===== config.mk =====
export PLATFORM = sky130hd
export DESIGN_NAME = burst_seq_ctrl
export DESIGN_NICKNAME = d
export VERILOG_FILES = /design/src/rtl/burst_seq_ctrl.sv
export SDC_FILE = /design/constraint.sdc
export NUM_CORES = 1
export LEC_CHECK = 0
export CAP_MARGIN = 0
export CORE_MARGIN = 2
export CORE_UTILIZATION = 55
export DETAILED_ROUTE_END_ITERATION = 6
export PLACE_DENSITY = 0.83
export SETUP_SLACK_MARGIN = 0.02
export SLEW_MARGIN = 20
export SYNTH_ARGS = -nofsm -noshare
export SYNTH_HDL_FRONTEND = slang
export SYNTH_SLANG_ARGS = --single-unit

===== constraint.sdc =====
create_clock -name clk -period 2.6 [get_ports clk]
set_clock_uncertainty 0.1 [all_clocks]
set_input_delay 0.65 -clock clk [delete_from_list [all_inputs] [get_ports clk]]
set_output_delay 0.65 -clock clk [all_outputs]
set_load 0.02 [all_outputs]

===== src/rtl/burst_seq_ctrl.sv =====
// burst_seq_ctrl: A -> B x NUM_B -> C sequencer with stall timeout.
// Define BURST_SEQ_SVA_EN to embed handshake assertions.
module burst_seq_ctrl #(
  parameter int NUM_B   = 5,
  parameter int CNT_W   = 4,
  parameter int GAP_MAX = 12
) (
  input  logic             clk,
  input  logic             rst_n,
  input  logic             start,
  input  logic             b_ready,
  input  logic             abort,
  input  logic             err_clr,
  output logic             b_valid,
  output logic             c_out,
  output logic             done,
  output logic             busy,
  output logic             err,
  output logic [CNT_W-1:0] beat_cnt
);

  typedef enum logic [1:0] {
    S_IDLE  = 2'd0,
    S_BURST = 2'd1,
    S_CSTB  = 2'd2,
    S_ERR   = 2'd3
  } state_t;

  localparam logic [CNT_W-1:0] B_LAST = CNT_W'(NUM_B - 1);
  localparam logic [CNT_W-1:0] G_LAST = CNT_W'(GAP_MAX - 1);
  localparam logic [CNT_W-1:0] ONE    = CNT_W'(1);

  state_t           state;
  logic [CNT_W-1:0] stall_cnt;

  always_ff @(posedge clk or negedge rst_n) begin
    if (!rst_n) begin
      state     <= S_IDLE;
      b_valid   <= 1'b0;
      c_out     <= 1'b0;
      done      <= 1'b0;
      busy      <= 1'b0;
      err       <= 1'b0;
      beat_cnt  <= '0;
      stall_cnt <= '0;
    end else begin
      case (state)
        S_IDLE: begin
          if (start) begin
            state     <= S_BURST;
            b_valid   <= 1'b1;
            busy      <= 1'b1;
            beat_cnt  <= '0;
            stall_cnt <= '0;
          end
        end
        S_BURST: begin
          // abort wins over both accept and timeout
          if (abort) begin
            state     <= S_IDLE;
            b_valid   <= 1'b0;
            busy      <= 1'b0;
            beat_cnt  <= '0;
            stall_cnt <= '0;
          end else if (b_ready) begin
            beat_cnt  <= beat_cnt + ONE;
            stall_cnt <= '0;
            if (beat_cnt == B_LAST) begin
              state   <= S_CSTB;
              b_valid <= 1'b0;
              c_out   <= 1'b1;
              done    <= 1'b1;
            end
          end else if (stall_cnt == G_LAST) begin
            state     <= S_ERR;
            b_valid   <= 1'b0;
            busy      <= 1'b0;
            err       <= 1'b1;
            stall_cnt <= stall_cnt + ONE;
          end else begin
            stall_cnt <= stall_cnt + ONE;
          end
        end
        S_CSTB: begin
          state <= S_IDLE;
          c_out <= 1'b0;
          done  <= 1'b0;
          busy  <= 1'b0;
        end
        S_ERR: begin
          if (err_clr) begin
            state <= S_IDLE;
            err   <= 1'b0;
          end
        end
        default: begin
          state   <= S_IDLE;
          b_valid <= 1'b0;
          c_out   <= 1'b0;
          done    <= 1'b0;
          busy    <= 1'b0;
          err     <= 1'b0;
        end
      endcase
    end
  end

`ifdef BURST_SEQ_SVA_EN
  a_start_bv: assert property (@(posedge clk) disable iff (!rst_n)
    (state == S_IDLE && start) |=> b_valid)
    else $error("a_start_bv failed at %0t", $time);

  a_last_c: assert property (@(posedge clk) disable iff (!rst_n)
    (state == S_BURST && b_valid && b_ready && !abort
     && beat_cnt == B_LAST) |=> c_out)
    else $error("a_last_c failed at %0t", $time);

  a_c_once: assert property (@(posedge clk) disable iff (!rst_n)
    c_out |=> !c_out)
    else $error("a_c_once failed at %0t", $time);

  a_stall_hold: assert property (@(posedge clk) disable iff (!rst_n)
    (b_valid && !b_ready && !abort) |=> (b_valid || err))
    else $error("a_stall_hold failed at %0t", $time);
`endif

endmodule


==> impl_metrics.py, run 1 <==
metrics = {
    "global_routing": {
        "track_usage_pct": 23.8,
        "overflow": 0,
        "grt_pass1_vias": 784,
        "grt_max_degree": 15,
        "grt_pass1_wl_um": 3310,
        "grt_antenna_before_repair": 0,
    },
    "power": {
        "p_seq_share_pct": 31.7,
        "power_frac_clock_pct": 11.4,
        "power_frac_comb_pct": 57.0,
        "power_leakage_nw": 0.474,
        "vdd_ir_drop_max_v": 0.000689,
        "pwr_density_cell_nw_per_um2": 1000,
        "p_switching_mw": 0.468,
        "p_int_mw": 0.609,
        "sw_frac_of_total_pct": 43.4,
    },
    "die": {
        "die_x_um": 44.2,
        "initial_utilization_pct": 59.1,
        "rows": 14,
        "core-area_um2": 1510,
        "die_area_um2": 1960,
        "io_pins": 15,
        "die_h_um": 44.2,
    },
    "timing": {
        "rsz0062_at_grt": "no",
        "slew_headroom_pct": 58.4,
        "period_share_pct": 81.5,
        "post-route-min-period_ns": 2.12,
        "setup_viol": 0,
        "worst_slew_pin_slew_ns": 0.622,
        "tns_ns": 0,
        "setup_ws_ns": 0.481,
        "finalHoldViolations": 0,
        "max_freq_mhz": 472,
        "hold_ws_ns": 0.418,
        "maxSlewViolCount": 0,
    },
    "yosys": {
        "synth_ff_type": "dfrtp_1",
        "synth_simple_gate_area_share_pct": 19.0,
        "synth_compound_area_share_pct": 22.3,
        "async_flop_share_pct": 100,
        "synth_nets": 108,
        "synth_area_leaders": "dfrtp_1, ha_1, o21ai_0, inv_1, nand3_1",
        "synth_seq_cells": 14,
        "ys_types": 33,
        "synth_area_leader_cell": "dfrtp_1",
        "ys_seq_area_share_pct": 39.3,
        "synth.top_cell.area_share_pct": 39.3,
        "synthAdderAreaFrac_pct": 12.6,
        "synth_edf_count": 0,
        "synthXorXnorAreaFrac_pct": 0.983,
        "synth_top_family_by_area": "compound AO/OA/AOI/OAI gates",
        "synth_warnings": 0,
        "syn_avg_cell_area_um2": 9.58,
        "synthMuxAreaShare_pct": 1.12,
        "syn_inst": 93,
        "netlist_area_um2": 891,
    },
    "detailed_routing": {
        "detail_route.iter0.violations": 23,
        "wl_per_cell_um": 15.5,
        "vias_per_cell": 6.05,
        "ant_nets": 0,
        "drc": 0,
        "first_pass_iters": 4,
        "drt-total-wl_um": 1960,
        "vias": 762,
    },
    "clocking": {
        "numClockSinks": 14,
        "cts_resized": 0,
        "cts_max_path_buffers": 2,
        "clock_latency_ns": 0.29,
        "clock_tree.root_cell": "clkbuf_4",
        "ctsHoldBuffers": 0,
        "postCtsSetupBuffers": 0,
        "cts_tree": "built",
        "cts_max_level": 1,
        "clkTransAtPathRegs_ns": 0.08,
        "cts_buffers": 3,
    },
    "setup_path": {
        "rrSetupSlack_ns": 0.70,
        "r2r-end": "state[0]$_DFFE_PN0P_",
        "crit_path_end_kind": "output pin",
        "critPathMaxFanout": 6,
        "slowest_delay_ns": 0.65,
        "cp_num_buf_inv": 1,
        "reg2reg_depth": 6,
        "critPathCapture": "beat_cnt[2]",
        "path_depth": 1,
        "critPathArrivalTime_ns": 1.37,
        "cp-start-kind": "register",
        "critPathTopFamily": "buffers and inverters",
        "criticalPathCategory": "register to output pin",
        "reg2reg_from": "state[1]$_DFFE_PN0P_",
        "required_ns": 1.85,
        "slowest_stage": "clkdlybuf4s50_1",
        "crit_chain": "clkdlybuf4s50_1",
        "startpoint": "beat_cnt[2]$_DFFE_PN0P_",
    },
    "place": {
        "numPortBuffers": 14,
        "place_area_um2": 1050,
        "placed_cells": 123,
        "pre_cts_slack_ns": 0.321,
        "place.detailed.hpwl_um": 1510,
        "gp_congestion": 0.841,
    },
    "min_path": {
        "holdPathStages": 1,
        "hold_class": "register to register",
    },
    "layout": {
        "fin_area_um2": 1070,
        "diodes": 0,
        "areaGrowthSynthToFinish_pct": 20.5,
        "final_cell_mix": "dfrtp_1, clkdlybuf4s50_1, o21ai_0, inv_1, ha_1",
        "final_nets": 127,
        "fillerInstances": 106,
        "layout.cells.non_filler": 126,
        "drive_gt1_share_pct": 6.36,
    },
    "job": {
        "drv_cap": 0,
    },
    "outcome": {
        "status": "complete, no violations",
    },
}
## worst min-delay path by stage
stage	startpoint	to	slack [ns]
after floorplan	rst_n	b_valid$_DFFE_PN0P_	0.25
after global placement	stall_cnt[3]$_DFFE_PN0P_	stall_cnt[3]$_DFFE_PN0P_	0.37
after detailed placement	stall_cnt[3]$_DFFE_PN0P_	stall_cnt[3]$_DFFE_PN0P_	0.40
after CTS	stall_cnt[3]$_DFFE_PN0P_	stall_cnt[3]$_DFFE_PN0P_	0.41
after global routing	stall_cnt[3]$_DFFE_PN0P_	stall_cnt[3]$_DFFE_PN0P_	0.42
final	stall_cnt[3]$_DFFE_PN0P_	stall_cnt[3]$_DFFE_PN0P_	0.42
## metrics by stage
step / utilization [%] / power (mW)
CTS: 71.3 / 1.08
floorplan: - / 0.737
global placement: 69.8 / 0.920
finish: 71.3 / 1.08
detailed placement: 69.8 / 0.949
global route: 71.3 / 1.17
## synth_stat cells, drive strengths merged, types with 3 or more instances
| cell | n |
|---|---|
| a31oi | 3 |
| dfrtp | 14 |
| ha | 9 |
| inv | 9 |
| nand2 | 4 |
| nand2b | 3 |
| nand3 | 4 |
| nor2 | 4 |
| o21ai | 14 |
| o22ai | 3 |
## sequential cells by signal, summed over array words and instances, names as in the netlist
name	flops
beat_cnt	4
stall_cnt	4
state	2
b_valid	1
busy	1
done	1
err	1
## per-layer routing
metal  global-route usage (%)  routed length (um)
met1                     28.2                 884
met2                     37.6                 908
met3                     8.16                 122
met4                     13.3                  40
met5                        0                   0
## kinds of logic (layout without fill, tap and decap cells)
group | count (synthesis) | after routing
adder cells (fa/ha/maj) | 9 | 9
flip-flops | 14 | 14
XOR/XNOR | 1 | 1
AO/OA/AOI/OAI | 31 | 31
multiplexers | 1 | 1
AND/OR/NAND/NOR | 27 | 27
buffers and inverters | 10 | 27
## power by group through the flow
stage                     Combinational [mW]  Sequential [mW]  Clock [mW]
after global placement                 0.581            0.340           0
final                                  0.614            0.342       0.122
after CTS                              0.610            0.341       0.129
after global routing                   0.680            0.349       0.137
after floorplan                        0.367            0.371           0
after detailed placement               0.605            0.344           0
## final cells by class
| class | count | area [um2] | share of cell area, % |
|---|---|---|---|
| multi-input cells | 69 | 499 | 46.5 |
| repair buffers | 15 | 148 | 13.8 |
| flip-flops and latches | 14 | 350 | 32.6 |
| well taps | 16 | 20.0 | 1.86 |
| clock buffers | 3 | 22.5 | 2.10 |
| inverters | 9 | 33.8 | 3.15 |
No activity file was read; power rests on OpenSTA's default activity.
==> inputs of run 2 (changes only) <==
- CORE_UTILIZATION: 55 -> 51
- PLACE_DENSITY: 0.83 -> 0.78
- clock period: 2.6 -> 2.2 ns (I/O delays scaled with it)
==> impl_metrics.py, run 2 (same netlist as run 1, synthesis figures left out) <==
metrics = {
    "detailed_routing": {
        "drc": 0,
        "wl_per_cell_um": 15.0,
        "ant_nets": 0,
        "drt-total-wl_um": 1970,
        "first_pass_iters": 4,
        "vias": 769,
        "vias_per_cell": 5.87,
        "detail_route.iter0.violations": 21,
    },
    "die": {
        "die_h_um": 45.8,
        "rows": 15,
        "io_pins": 15,
        "initial_utilization_pct": 52.7,
        "die_x_um": 45.8,
        "core-area_um2": 1690,
        "die_area_um2": 2100,
    },
    "global_routing": {
        "grt_max_degree": 15,
        "grt_pass1_vias": 772,
        "grt_pass1_wl_um": 3400,
        "overflow": 0,
        "track_usage_pct": 23.2,
        "grt_antenna_before_repair": 0,
    },
    "clocking": {
        "postCtsSetupBuffers": 0,
        "cts_buffers": 3,
        "clkTransAtPathRegs_ns": 0.09,
        "ctsHoldBuffers": 0,
        "numClockSinks": 14,
        "cts_tree": "built",
        "clock_tree.root_cell": "clkbuf_4",
        "cts_resized": 0,
        "cts_max_path_buffers": 2,
        "cts_max_level": 1,
        "clock_latency_ns": 0.29,
    },
    "power": {
        "pwr_density_cell_nw_per_um2": 1160,
        "power_leakage_nw": 0.496,
        "vdd_ir_drop_max_v": 0.000798,
    },
    "job": {
        "drv_cap": 0,
    },
    "min_path": {
        "holdPathStages": 1,
        "hold_class": "register to register",
    },
    "setup_path": {
        "crit_chain": "clkdlybuf4s50_1",
        "reg2reg_depth": 6,
        "criticalPathCategory": "register to output pin",
        "cp-start-kind": "register",
        "critPathMaxFanout": 6,
        "critPathTopFamily": "buffers and inverters",
        "slowest_stage": "clkdlybuf4s50_1",
        "cp_num_buf_inv": 1,
        "crit_path_end_kind": "output pin",
        "critPathArrivalTime_ns": 1.39,
        "path_depth": 1,
        "required_ns": 1.55,
        "slowest_delay_ns": 0.64,
    },
    "timing": {
        "setup_ws_ns": 0.163,
        "rsz0062_at_grt": "no",
        "worst_slew_pin_slew_ns": 0.563,
        "setup_viol": 0,
        "post-route-min-period_ns": 2.04,
        "tns_ns": 0,
        "slew_headroom_pct": 61.4,
        "max_freq_mhz": 491,
        "maxSlewViolCount": 0,
        "period_share_pct": 92.6,
        "finalHoldViolations": 0,
    },
    "layout": {
        "largestRegisters": "beat_cnt: 4 flops, stall_cnt: 4 flops, state: 2 flops",
        "drive_gt1_share_pct": 9.65,
        "final_cell_mix": "dfrtp_1, clkdlybuf4s50_1, o21ai_0, inv_1, ha_1",
        "final_nets": 130,
        "areaGrowthSynthToFinish_pct": 24.7,
        "diodes": 0,
        "final_core_util_pct": 65.8,
        "fin_area_um2": 1110,
    },
    "place": {
        "numPortBuffers": 14,
        "gp_congestion": 0.838,
        "place.detailed.hpwl_um": 1490,
        "pre_cts_slack_ns": 0.0874,
        "place_area_um2": 1070,
    },
    "outcome": {
        "status": "complete, no violations",
    },
}
## run 2: cell types whose count changed in the layout (fill, tap and decap cells not counted)
cell and delta:
buf_4 +3, clkbuf_8 +1
## run 2: power breakdown
group	total (mW)	internal (mW)	switching, mW
registers	0.402	0.331	0.0714
logic	0.697	0.314	0.383
clock network	0.187	0.101	0.0861
total	1.29	0.746	0.541
## run 2: final cells by class
cell class              count  area [um2]
clock buffers               4        36.3
fillers                   151         578
inverters                   9        33.8
multi-input cells          69         499
flip-flops and latches     14         350
well taps                  17        21.3
repair buffers             18         170
## run 2: per-layer routing
metal  wire [um]  share of wire, %  vias up  global-route usage [%]
li1            -                 -      382                       -
met1         924                47      368                    30.1
met2         947                48       15                    35.8
met3          70               3.6        4                    6.35
met4          25               1.3        0                    10.3
met5           0                 0        -                       0
## run 2: path summary, 6_finish.rpt
| path | from | slack (ns) | endpoint |
|---|---|---|---|
| max reg2reg | state[1]$_DFFE_PN0P_ | 0.25 | state[0]$_DFFE_PN0P_ |
| max | beat_cnt[0]$_DFFE_PN0P_ | 0.16 | beat_cnt[0] |
| min reg2reg | stall_cnt[3]$_DFFE_PN0P_ | 0.39 | stall_cnt[3]$_DFFE_PN0P_ |
| max in group asynchronous | rst_n | 1.36 | err$_DFFE_PN0P_ |
| min in group asynchronous | rst_n | 0.46 | done$_DFFE_PN0P_ |
| min | stall_cnt[3]$_DFFE_PN0P_ | 0.39 | stall_cnt[3]$_DFFE_PN0P_ |
## run 2: stage by stage
stage | cells | total power, mW | hold slack, ns
6_report | 131 | 1.29 | 0.386
5_1_grt | 131 | 1.39 | 0.429
4_1_cts | 131 | 1.29 | 0.382
3_5_place_dp | 127 | 1.10 | 0.373
3_3_place_gp | 127 | 1.08 | 0.375
2_1_floorplan | 93 | 0.871 | 0.154
